$ cat src/rtl/lcm_pkg.sv
// Shared constants and state type for the LCM engine.
package lcm_pkg;

    localparam int unsigned LCM_WIDTH = 32;

    typedef enum logic [2:0] {
        StIdle,
        StGcd,
        StDiv,
        StMul,
        StDone
    } lcm_state_t;

endpackage

$ cat src/rtl/seq_divider.sv
// Restoring divider: one quotient bit per cycle, MSB first, fixed WIDTH-cycle latency.
module seq_divider #(
    parameter int unsigned WIDTH = 32
) (
    input  logic             clk_i,
    input  logic             rst_i,
    input  logic             start_i,
    input  logic [WIDTH-1:0] dividend_i,
    input  logic [WIDTH-1:0] divisor_i,
    output logic             busy_o,
    output logic [WIDTH-1:0] quotient_o
);

    localparam int unsigned CntW = $clog2(WIDTH + 1);

    logic [WIDTH-1:0] rem_q;
    logic [WIDTH-1:0] quo_q;
    logic [CntW-1:0]  cnt_q;
    logic [WIDTH:0]   shifted;
    logic [WIDTH:0]   trial;

    // divisor_i is read every iteration, so the caller holds it stable while busy_o is high
    always_comb begin
        shifted = {rem_q, quo_q[WIDTH-1]};
        trial   = shifted - {1'b0, divisor_i};
    end

    always_ff @(posedge clk_i) begin
        if (rst_i) begin
            rem_q <= '0;
            quo_q <= '0;
            cnt_q <= '0;
        end else if (start_i) begin
            rem_q <= '0;
            quo_q <= dividend_i;
            cnt_q <= CntW'(WIDTH);
        end else if (cnt_q != '0) begin
            if (!trial[WIDTH]) begin
                rem_q <= trial[WIDTH-1:0];
                quo_q <= {quo_q[WIDTH-2:0], 1'b1};
            end else begin
                rem_q <= shifted[WIDTH-1:0];
                quo_q <= {quo_q[WIDTH-2:0], 1'b0};
            end
            cnt_q <= cnt_q - 1'b1;
        end
    end

    assign busy_o     = (cnt_q != '0);
    assign quotient_o = quo_q;

endmodule

$ cat src/rtl/lcm_fsm.sv
// LCM engine: subtractive-Euclid GCD, then lcm = (a / gcd) * b via sequential divide and multiply.
module lcm_fsm
    import lcm_pkg::*;
#(
    parameter int unsigned WIDTH = LCM_WIDTH
) (
    input  logic               clk,
    input  logic               reset,
    input  logic               start,
    input  logic [WIDTH-1:0]   a,
    input  logic [WIDTH-1:0]   b,
    output logic [2*WIDTH-1:0] lcm,
    output logic               done,
    output logic               busy
);

    localparam int unsigned CntW = $clog2(WIDTH);

    lcm_state_t         state_q;
    logic [WIDTH-1:0]   a_q;
    logic [WIDTH-1:0]   b_q;
    logic [WIDTH-1:0]   x_q;
    logic [WIDTH-1:0]   y_q;
    logic [WIDTH-1:0]   g_q;
    logic [2*WIDTH-1:0] acc_q;
    logic [2*WIDTH-1:0] mcand_q;
    logic [CntW-1:0]    cnt_q;
    logic               div_start;
    logic               div_busy;
    logic [WIDTH-1:0]   div_quo;

    // Divider loads on the GCD equality edge so its WIDTH iterations line up with the DIV cycles
    assign div_start = (state_q == StGcd) && (x_q == y_q);

    seq_divider #(
        .WIDTH(WIDTH)
    ) u_div (
        .clk_i      (clk),
        .rst_i      (reset),
        .start_i    (div_start),
        .dividend_i (a_q),
        .divisor_i  (g_q),
        .busy_o     (div_busy),
        .quotient_o (div_quo)
    );

    always_ff @(posedge clk) begin
        if (reset) begin
            state_q <= StIdle;
            a_q     <= '0;
            b_q     <= '0;
            x_q     <= '0;
            y_q     <= '0;
            g_q     <= '0;
            acc_q   <= '0;
            mcand_q <= '0;
            cnt_q   <= '0;
            lcm     <= '0;
            done    <= 1'b0;
            busy    <= 1'b0;
        end else begin
            done <= 1'b0;
            unique case (state_q)
                StIdle: begin
                    if (start) begin
                        a_q  <= a;
                        b_q  <= b;
                        x_q  <= a;
                        y_q  <= b;
                        busy <= 1'b1;
                        if (a == '0 || b == '0) begin
                            acc_q   <= '0;
                            state_q <= StDone;
                        end else begin
                            state_q <= StGcd;
                        end
                    end
                end
                StGcd: begin
                    if (x_q == y_q) begin
                        g_q     <= x_q;
                        cnt_q   <= '0;
                        state_q <= StDiv;
                    end else if (x_q > y_q) begin
                        x_q <= x_q - y_q;
                    end else begin
                        y_q <= y_q - x_q;
                    end
                end
                StDiv: begin
                    cnt_q <= cnt_q + 1'b1;
                    if (cnt_q == CntW'(WIDTH - 1) && div_busy) begin
                        cnt_q   <= '0;
                        acc_q   <= '0;
                        mcand_q <= {{WIDTH{1'b0}}, b_q};
                        state_q <= StMul;
                    end
                end
                StMul: begin
                    // Quotient is final and stable here; walk its bits LSB first
                    if (div_quo[cnt_q]) begin
                        acc_q <= acc_q + mcand_q;
                    end
                    mcand_q <= {mcand_q[2*WIDTH-2:0], 1'b0};
                    cnt_q   <= cnt_q + 1'b1;
                    if (cnt_q == CntW'(WIDTH - 1)) begin
                        state_q <= StDone;
                    end
                end
                StDone: begin
                    lcm     <= acc_q;
                    done    <= 1'b1;
                    busy    <= 1'b0;
                    state_q <= StIdle;
                end
                default: begin
                    state_q <= StIdle;
                    busy    <= 1'b0;
                end
            endcase
        end
    end

endmodule

$ cat config.mk
export PLATFORM = sky130hd
export DESIGN_NAME = lcm_fsm
export DESIGN_NICKNAME = d
export VERILOG_FILES = /design/src/rtl/lcm_pkg.sv /design/src/rtl/seq_divider.sv /design/src/rtl/lcm_fsm.sv
export SDC_FILE = /design/constraint.sdc
export NUM_CORES = 1
export LEC_CHECK = 0
export CAP_MARGIN = 15
export CORE_UTILIZATION = 45
export DETAILED_ROUTE_END_ITERATION = 10
export PLACE_DENSITY = 0.64
export SKIP_LAST_GASP = 1
export SYNTH_ARGS = -nofsm -noshare
export SYNTH_HDL_FRONTEND = slang
export SYNTH_SLANG_ARGS = --single-unit
$ cat constraint.sdc
create_clock -name clk -period 3.8 [get_ports clk]
set_clock_uncertainty 0.15 [all_clocks]
set_input_delay 1.14 -clock clk [delete_from_list [all_inputs] [get_ports clk]]
set_output_delay 1.14 -clock clk [all_outputs]
set_load 0.01 [all_outputs]
==> results of run 1 <==
[timing repair]
item | 4_1_cts | 5_1_grt
buffers inserted | 0 | 0
hold buffers | 0 | 0
resized for setup | 0 | 5
endpoints found under the setup margin | 0 | 36
[cell families after synthesis]
kind of cell | Yosys count
multiplexers | 39
adder cells (fa/ha/maj) | 166
XOR/XNOR | 141
flip-flops | 432
AO/OA/AOI/OAI | 981
AND/OR/NAND/NOR | 1244
buffers and inverters | 360
[layout by cell type, fill, tap and decap left out, types with 10 or more instances in the layout]
master / n
nand2_1: 692
dfxtp_1: 432
a21oi_1: 390
nor2_1: 256
buf_4: 199
ha_1: 162
clkdlybuf4s50_1: 131
inv_1: 130
a21o_1: 91
xnor2_1: 88
a311oi_1: 82
o21ai_1: 80
o21ai_0: 76
a211oi_1: 69
nand3_1: 60
xor2_1: 52
clkbuf_16: 52
nor3_1: 38
nand4_1: 37
mux2i_1: 28
o21bai_1: 26
and3_1: 24
nor2b_1: 22
a31oi_1: 21
nor4_1: 20
o21a_1: 19
nand2b_1: 19
a22oi_1: 18
and2_1: 15
or3_1: 13
o31ai_1: 11
mux4_2: 10
[area by class of cell]
type                            instances  area share, %
Clock buffer                           67           4.67
Timing Repair Buffer                  341           9.98
Tap cell                              748           3.09
Multi-Input combinational cell       2571           51.2
Antenna cell                            1        0.00825
Inverter                              130           1.61
Clock inverter                         22          0.929
Sequential cell                       432           28.5
[power breakdown]
| group | total [W] | internal [W] | switching [W] |
|---|---|---|---|
| Sequential | 0.00527 | 0.00494 | 0.000327 |
| Clock | 0.00502 | 0.00297 | 0.00205 |
| Combinational | 0.00981 | 0.00422 | 0.00559 |
| Total | 0.0201 | 0.0121 | 0.00797 |
[flip-flops by register name, indices dropped and copies added, names as in the netlist, 5 cells and up]
register          count
acc_q                64
y_q                  32
u_div.rem_q          32
b_q                  32
x_q                  32
lcm                  64
mcand_q              64
u_div.quotient_o     32
u_div.cnt_q           6
a_q                  32
g_q                  32
cnt_q                 5
[synth_stat cells (20+ instances only)]
| library cell | count | area [µm²] |
|---|---|---|
| a211oi_1 | 70 | 526 |
| a21o_1 | 91 | 683 |
| a21oi_1 | 390 | 1950 |
| a311oi_1 | 82 | 718 |
| a31oi_1 | 21 | 131 |
| and3_1 | 25 | 156 |
| buf_2 | 36 | 180 |
| clkbuf_1 | 179 | 672 |
| dfxtp_1 | 432 | 8650 |
| ha_1 | 162 | 2030 |
| inv_1 | 130 | 488 |
| mux2i_1 | 28 | 280 |
| nand2_1 | 695 | 2610 |
| nand3_1 | 61 | 305 |
| nand4_1 | 37 | 231 |
| nor2_1 | 257 | 965 |
| nor2b_1 | 22 | 138 |
| nor3_1 | 41 | 205 |
| nor4_1 | 20 | 125 |
| o21ai_0 | 76 | 380 |
| o21ai_1 | 80 | 400 |
| o21bai_1 | 26 | 195 |
| xnor2_1 | 88 | 771 |
| xor2_1 | 52 | 455 |
[layer usage]
layer | global-route usage [%] | share of wire (%)
met1 | 42.7 | 48
met2 | 43.6 | 43
met3 | 3.32 | 6.7
met4 | 7.64 | 2.4
met5 | 0 | 0
[final timing paths]
check	endpoint	depth (start not counted)	startpoint	slack, ns
worst max-delay path	y_q[28]	12	x_q[2]	0.13
worst min-delay path	lcm[42]	2	lcm[42]	0.30
worst max register to register	y_q[28]	12	x_q[2]	0.13
worst min register to register	lcm[42]	2	lcm[42]	0.30
[stage by stage]
stage / total power, W / hold WS [ns] / cells
floorplan: 0.0120 / 0.282 / 3363
global placement: 0.0147 / 0.295 / 4221
detailed placement: 0.0148 / 0.296 / 4221
CTS: 0.0199 / 0.304 / 4310
global route: 0.0212 / 0.322 / 4311
finish: 0.0201 / 0.303 / 4312
[worst max-delay path: stages, from the launching register on]
cell and delay (ns):
dfxtp_1 0.44, inv_1 0.08, ha_1 0.37, nor2b_1 0.17, o21ai_1 0.19, a21boi_1 0.14, o41a_1 0.41, a311oi_2 0.37
o221ai_1 0.36, a211oi_1 0.41, xnor2_1 0.16, nand2_1 0.07, a311oi_1 0.25
==> results_dict.tcl, run 1 <==
set metrics [dict create \
    status "finished clean" \
    multiInputGateArea_um2 15500 \
    placed_area_um2 28600 \
    path_clk_slew_ns 0.06 \
    synthXorXnorAreaFrac_pct 4.87 \
    cts_max_level 2 \
    synth_cell_type_count 84 \
    max_freq_ghz 0.273 \
    power_density_nw_per_um2 663 \
    setup_slack_ns 0.134 \
    avgSynthCellArea_um2 7.59 \
    cap_violations 0 \
    synth-seq-area-share_pct 33.9 \
    worst_slew_pin_slew_ns 1.12 \
    async_reset_ff_share_pct 0 \
    synthToLayoutAreaGrowth_pct 18.8 \
    gp_congestion 0.993 \
    synth_mux_area_share_pct 2.02 \
    syn_inst 3363 \
    hold_viol_final 0 \
    nets 3759 \
    critical_path.endpoint_type "register" \
    drive_gt1_share_pct 9.63 \
    die_w_um 240 \
    dp_hpwl_mm 63.9 \
    clock-root-buffer "clkbuf_16" \
    grt_start_max_net_pins 148 \
    finalSetupViolations 0 \
    io_pins 133 \
    preCtsSetupSlack_ns -0.372 \
    arrival_ns 4.03 \
    portBuffers 132 \
    syn-num-nets 3596 \
    synthAdderAreaFrac_pct 8.26 \
    n_fill_cell 5344 \
    vias 24800 \
    grtUsageTotal_pct 28.8 \
    first_iter_violations 2289 \
    rows 86 \
    vdd_ir_drop_max_mv 0.579 \
    die_area_um2 57700 \
    grt_pass1_wl_mm 131 \
    critPathKind "register to register" \
    design.core.area_um2 55500 \
    initial_utilization_pct 46.0 \
    grt_pass1_vias 23200 \
    ys.flop_type "dfxtp_1" \
    cp_data_required_time_ns 4.17 \
    utilization_pct 54.6 \
    clk_latency_ns 0.61 \
    slew_headroom_pct 25.3 \
    ys_ff_latch 432 \
    dr.pass1.iters 6 \
    wl_per_cell_um 19.5 \
    die_y_um 240 \
    remaining_drc_errors 0 \
    ant_nets 0 \
    routed_via_density 5.75 \
    wl_mm 84.1 \
    leakage_nw 12.1 \
    min_period_ns 3.67 \
    cts_buffers 50 \
    max-clock-path-buffers 3 \
    crit_fanout 7 \
    netlist_area_um2 25500 \
    synth_top_family_by_area "compound AO/OA/AOI/OAI gates" \
    slew_viol_final 0 \
    cts_num_sinks 432 \
    fin_area_um2 30300 \
    fin_setup_tns_ns 0 \
    grt.overflow.total 0 \
    ys_warn_count 0 \
    antenna_found_initial 1 \
    hp-class "register to register" \
    synth_edf_count 0 \
    synth_compound_area_share_pct 24.4 \
    synthSimpleGateAreaFrac_pct 20.9 \
    cts_tree "built" \
    rsz0062_at_grt "no" \
    fin_crit_sh_pct 96.5 \
    worst_setup_path_start_kind "register" \
    seq_area_um2 8650 \
]
(Power assumes the default switching activity.)
==> run 2: changes to the inputs <==
--- a/config.mk
+++ b/config.mk
@@ -8,7 +8,7 @@
 export CAP_MARGIN = 15
 export CORE_UTILIZATION = 45
 export DETAILED_ROUTE_END_ITERATION = 10
-export PLACE_DENSITY = 0.64
+export PLACE_DENSITY = 0.74
 export SKIP_LAST_GASP = 1
 export SYNTH_ARGS = -nofsm -noshare
 export SYNTH_HDL_FRONTEND = slang
==> results_dict.tcl, run 2 (synthesized netlist as in run 1, its figures left out) <==
set metrics [dict create \
    status "finished clean" \
    die_y_um 240 \
    hold_path_end "lcm[17]" \
    top_regs "acc_q: 64 flops, lcm: 64 flops, mcand_q: 64 flops" \
    dp_cells 4209 \
    pwr-share-clk_pct 24.4 \
    max_freq_ghz 0.273 \
    arrival_ns 4.00 \
    reg2reg_depth 14 \
    vdd_ir_drop_max_mv 0.467 \
    utilization_pct 54.3 \
    fin_setup_tns_ns 0 \
    critical_path.endpoint_type "register" \
    wl_mm 79.0 \
    wl_met1_mm 36.1 \
    clock-root-buffer "clkbuf_16" \
    critPathKind "input pin to register" \
    hp-class "register to register" \
    grt_pass1_wl_mm 125 \
    grt_pass1_vias 22500 \
    die_w_um 240 \
    topRoutingLayerUsed "met5" \
    layout_commonest_cell "nand2_1" \
    grt.overflow.total 0 \
    die_area_um2 57700 \
    preCtsSetupSlack_ns -0.478 \
    pwr-share-comb_pct 48.2 \
    final-instance-count-excl-fill 4296 \
    worstHoldPathCells 2 \
    cp_data_required_time_ns 4.14 \
    initial_utilization_pct 46.0 \
    slew_viol_final 0 \
    clk_latency_ns 0.61 \
    portBuffers 132 \
    wl_per_cell_um 18.4 \
    cap_violations 0 \
    min_period_ns 3.66 \
    design.core.area_um2 55500 \
    slew_headroom_pct 30.9 \
    io_pins 133 \
    drive_gt1_share_pct 9.30 \
    hold_slack_ns 0.301 \
    ant_nets 0 \
    nets 3744 \
    hold_viol_final 0 \
    routed_via_density 5.75 \
    grtUsageTotal_pct 27.1 \
    cts_max_level 2 \
    fin_crit_sh_pct 96.3 \
    routed-wl-met2_mm 34.3 \
    p_sw_share_pct 39.8 \
    grt_start_max_net_pins 94 \
    finalSetupViolations 0 \
    power_frac_seq_pct 27.4 \
    p_switching_w 0.00765 \
    max-clock-path-buffers 3 \
    intPower_w 0.0116 \
    n_fill_cell 5261 \
    power_density_nw_per_um2 638 \
    reg2reg_slack_ns 0.15 \
    cts_num_sinks 432 \
    dr.pass1.iters 6 \
    vias 24700 \
    cts_tree "built" \
    worst_slew_pin_slew_ns 1.04 \
    synthToLayoutAreaGrowth_pct 18.0 \
    path_clk_slew_ns 0.06 \
    antenna_found_initial 3 \
    crit_fanout 20 \
    gp_congestion 0.991 \
    setup_slack_ns 0.139 \
    remaining_drc_errors 0 \
    leakage_nw 12.0 \
    rsz0062_at_grt "no" \
    cts_setup_buffers 0 \
    worst_setup_path_start_kind "input pin" \
    hold_path.startpoint "lcm[17]" \
    rows 86 \
    wl_met3_mm 5.98 \
    r2r_end "u_div.rem_q[17]" \
    first_iter_violations 2473 \
    reg2reg_from "u_div.quotient_o[31]" \
    mostFrequentLayoutCells "nand2_1 (692), dfxtp_1 (432), a21oi_1 (390)" \
    cts_buffers 48 \
    dp_hpwl_mm 59.4 \
]
-- run 2: changes by cell type in the layout (fill, tap and decap cells not counted), sizes merged --
cell and change:
clkbuf -5, clkinv -1, buf -12, inv -1, clkinvlp +6, bufinv -3
-- run 2: worst max-delay path by stage --
stage	end	slack, ns	startpoint
after floorplan	u_div.rem_q[29]	0.53	u_div.quotient_o[31]
after global placement	acc_q[63]	-0.37	b[23]
after detailed placement	acc_q[10]	-0.48	b[23]
after CTS	u_div.rem_q[17]	0.12	u_div.quotient_o[31]
after global routing	y_q[16]	0.008	x_q[19]
final	acc_q[9]	0.14	b[23]
-- run 2: metrics by stage --
stage / power [W] / cell area, µm²
finish: 0.0192 / 30100
global route: 0.0204 / 30100
CTS: 0.0191 / 30100
detailed placement: 0.0144 / 28500
global placement: 0.0143 / 28500
floorplan: 0.0120 / 25500
-- run 2: final cells by class --
| class | count | area [µm²] | share of cell area, % |
|---|---|---|---|
| multi-input cells | 2571 | 15500 | 51.6 |
| well taps | 748 | 936 | 3.11 |
| diodes | 1 | 2.50 | 0.00831 |
| clock inverters | 23 | 236 | 0.785 |
| inverters | 130 | 488 | 1.62 |
| repair buffers | 328 | 2940 | 9.74 |
| flip-flops and latches | 432 | 8650 | 28.7 |
| clock buffers | 63 | 1350 | 4.47 |
-- run 2: repair_timing --
| item | CTS | global route |
|---|---|---|
| resized for setup | 0 | 7 |
| hold buffers | 0 | 0 |
| setup endpoints to repair | 0 | 21 |
-- run 2: power groups by stage --
stage | Sequential [W] | Combinational, W | Clock, W
2_1_floorplan | 0.00525 | 0.00672 | 0
3_3_place_gp | 0.00533 | 0.00894 | 0
3_5_place_dp | 0.00534 | 0.00902 | 0
4_1_cts | 0.00524 | 0.00908 | 0.00474
5_1_grt | 0.00529 | 0.0102 | 0.00493
6_report | 0.00526 | 0.00927 | 0.00468
-- run 2: per-layer routing --
metal  global-route usage (%)  vias up
met4                     9.34        2
met5                        0        -
met2                     41.7      843
met1                     38.8    11600
met3                     3.36      131
li1                         -    12100
-- run 2: worst max-delay path, stage by stage --
cell	delay [ns]
clkdlybuf4s50_1	0.44
nor4_1	0.65
nand4_1	0.19
buf_4	0.20
o22ai_1	0.18
o21ai_0	0.10
and3_2	0.31
buf_4	0.25
or3_1	0.39
a21oi_1	0.14
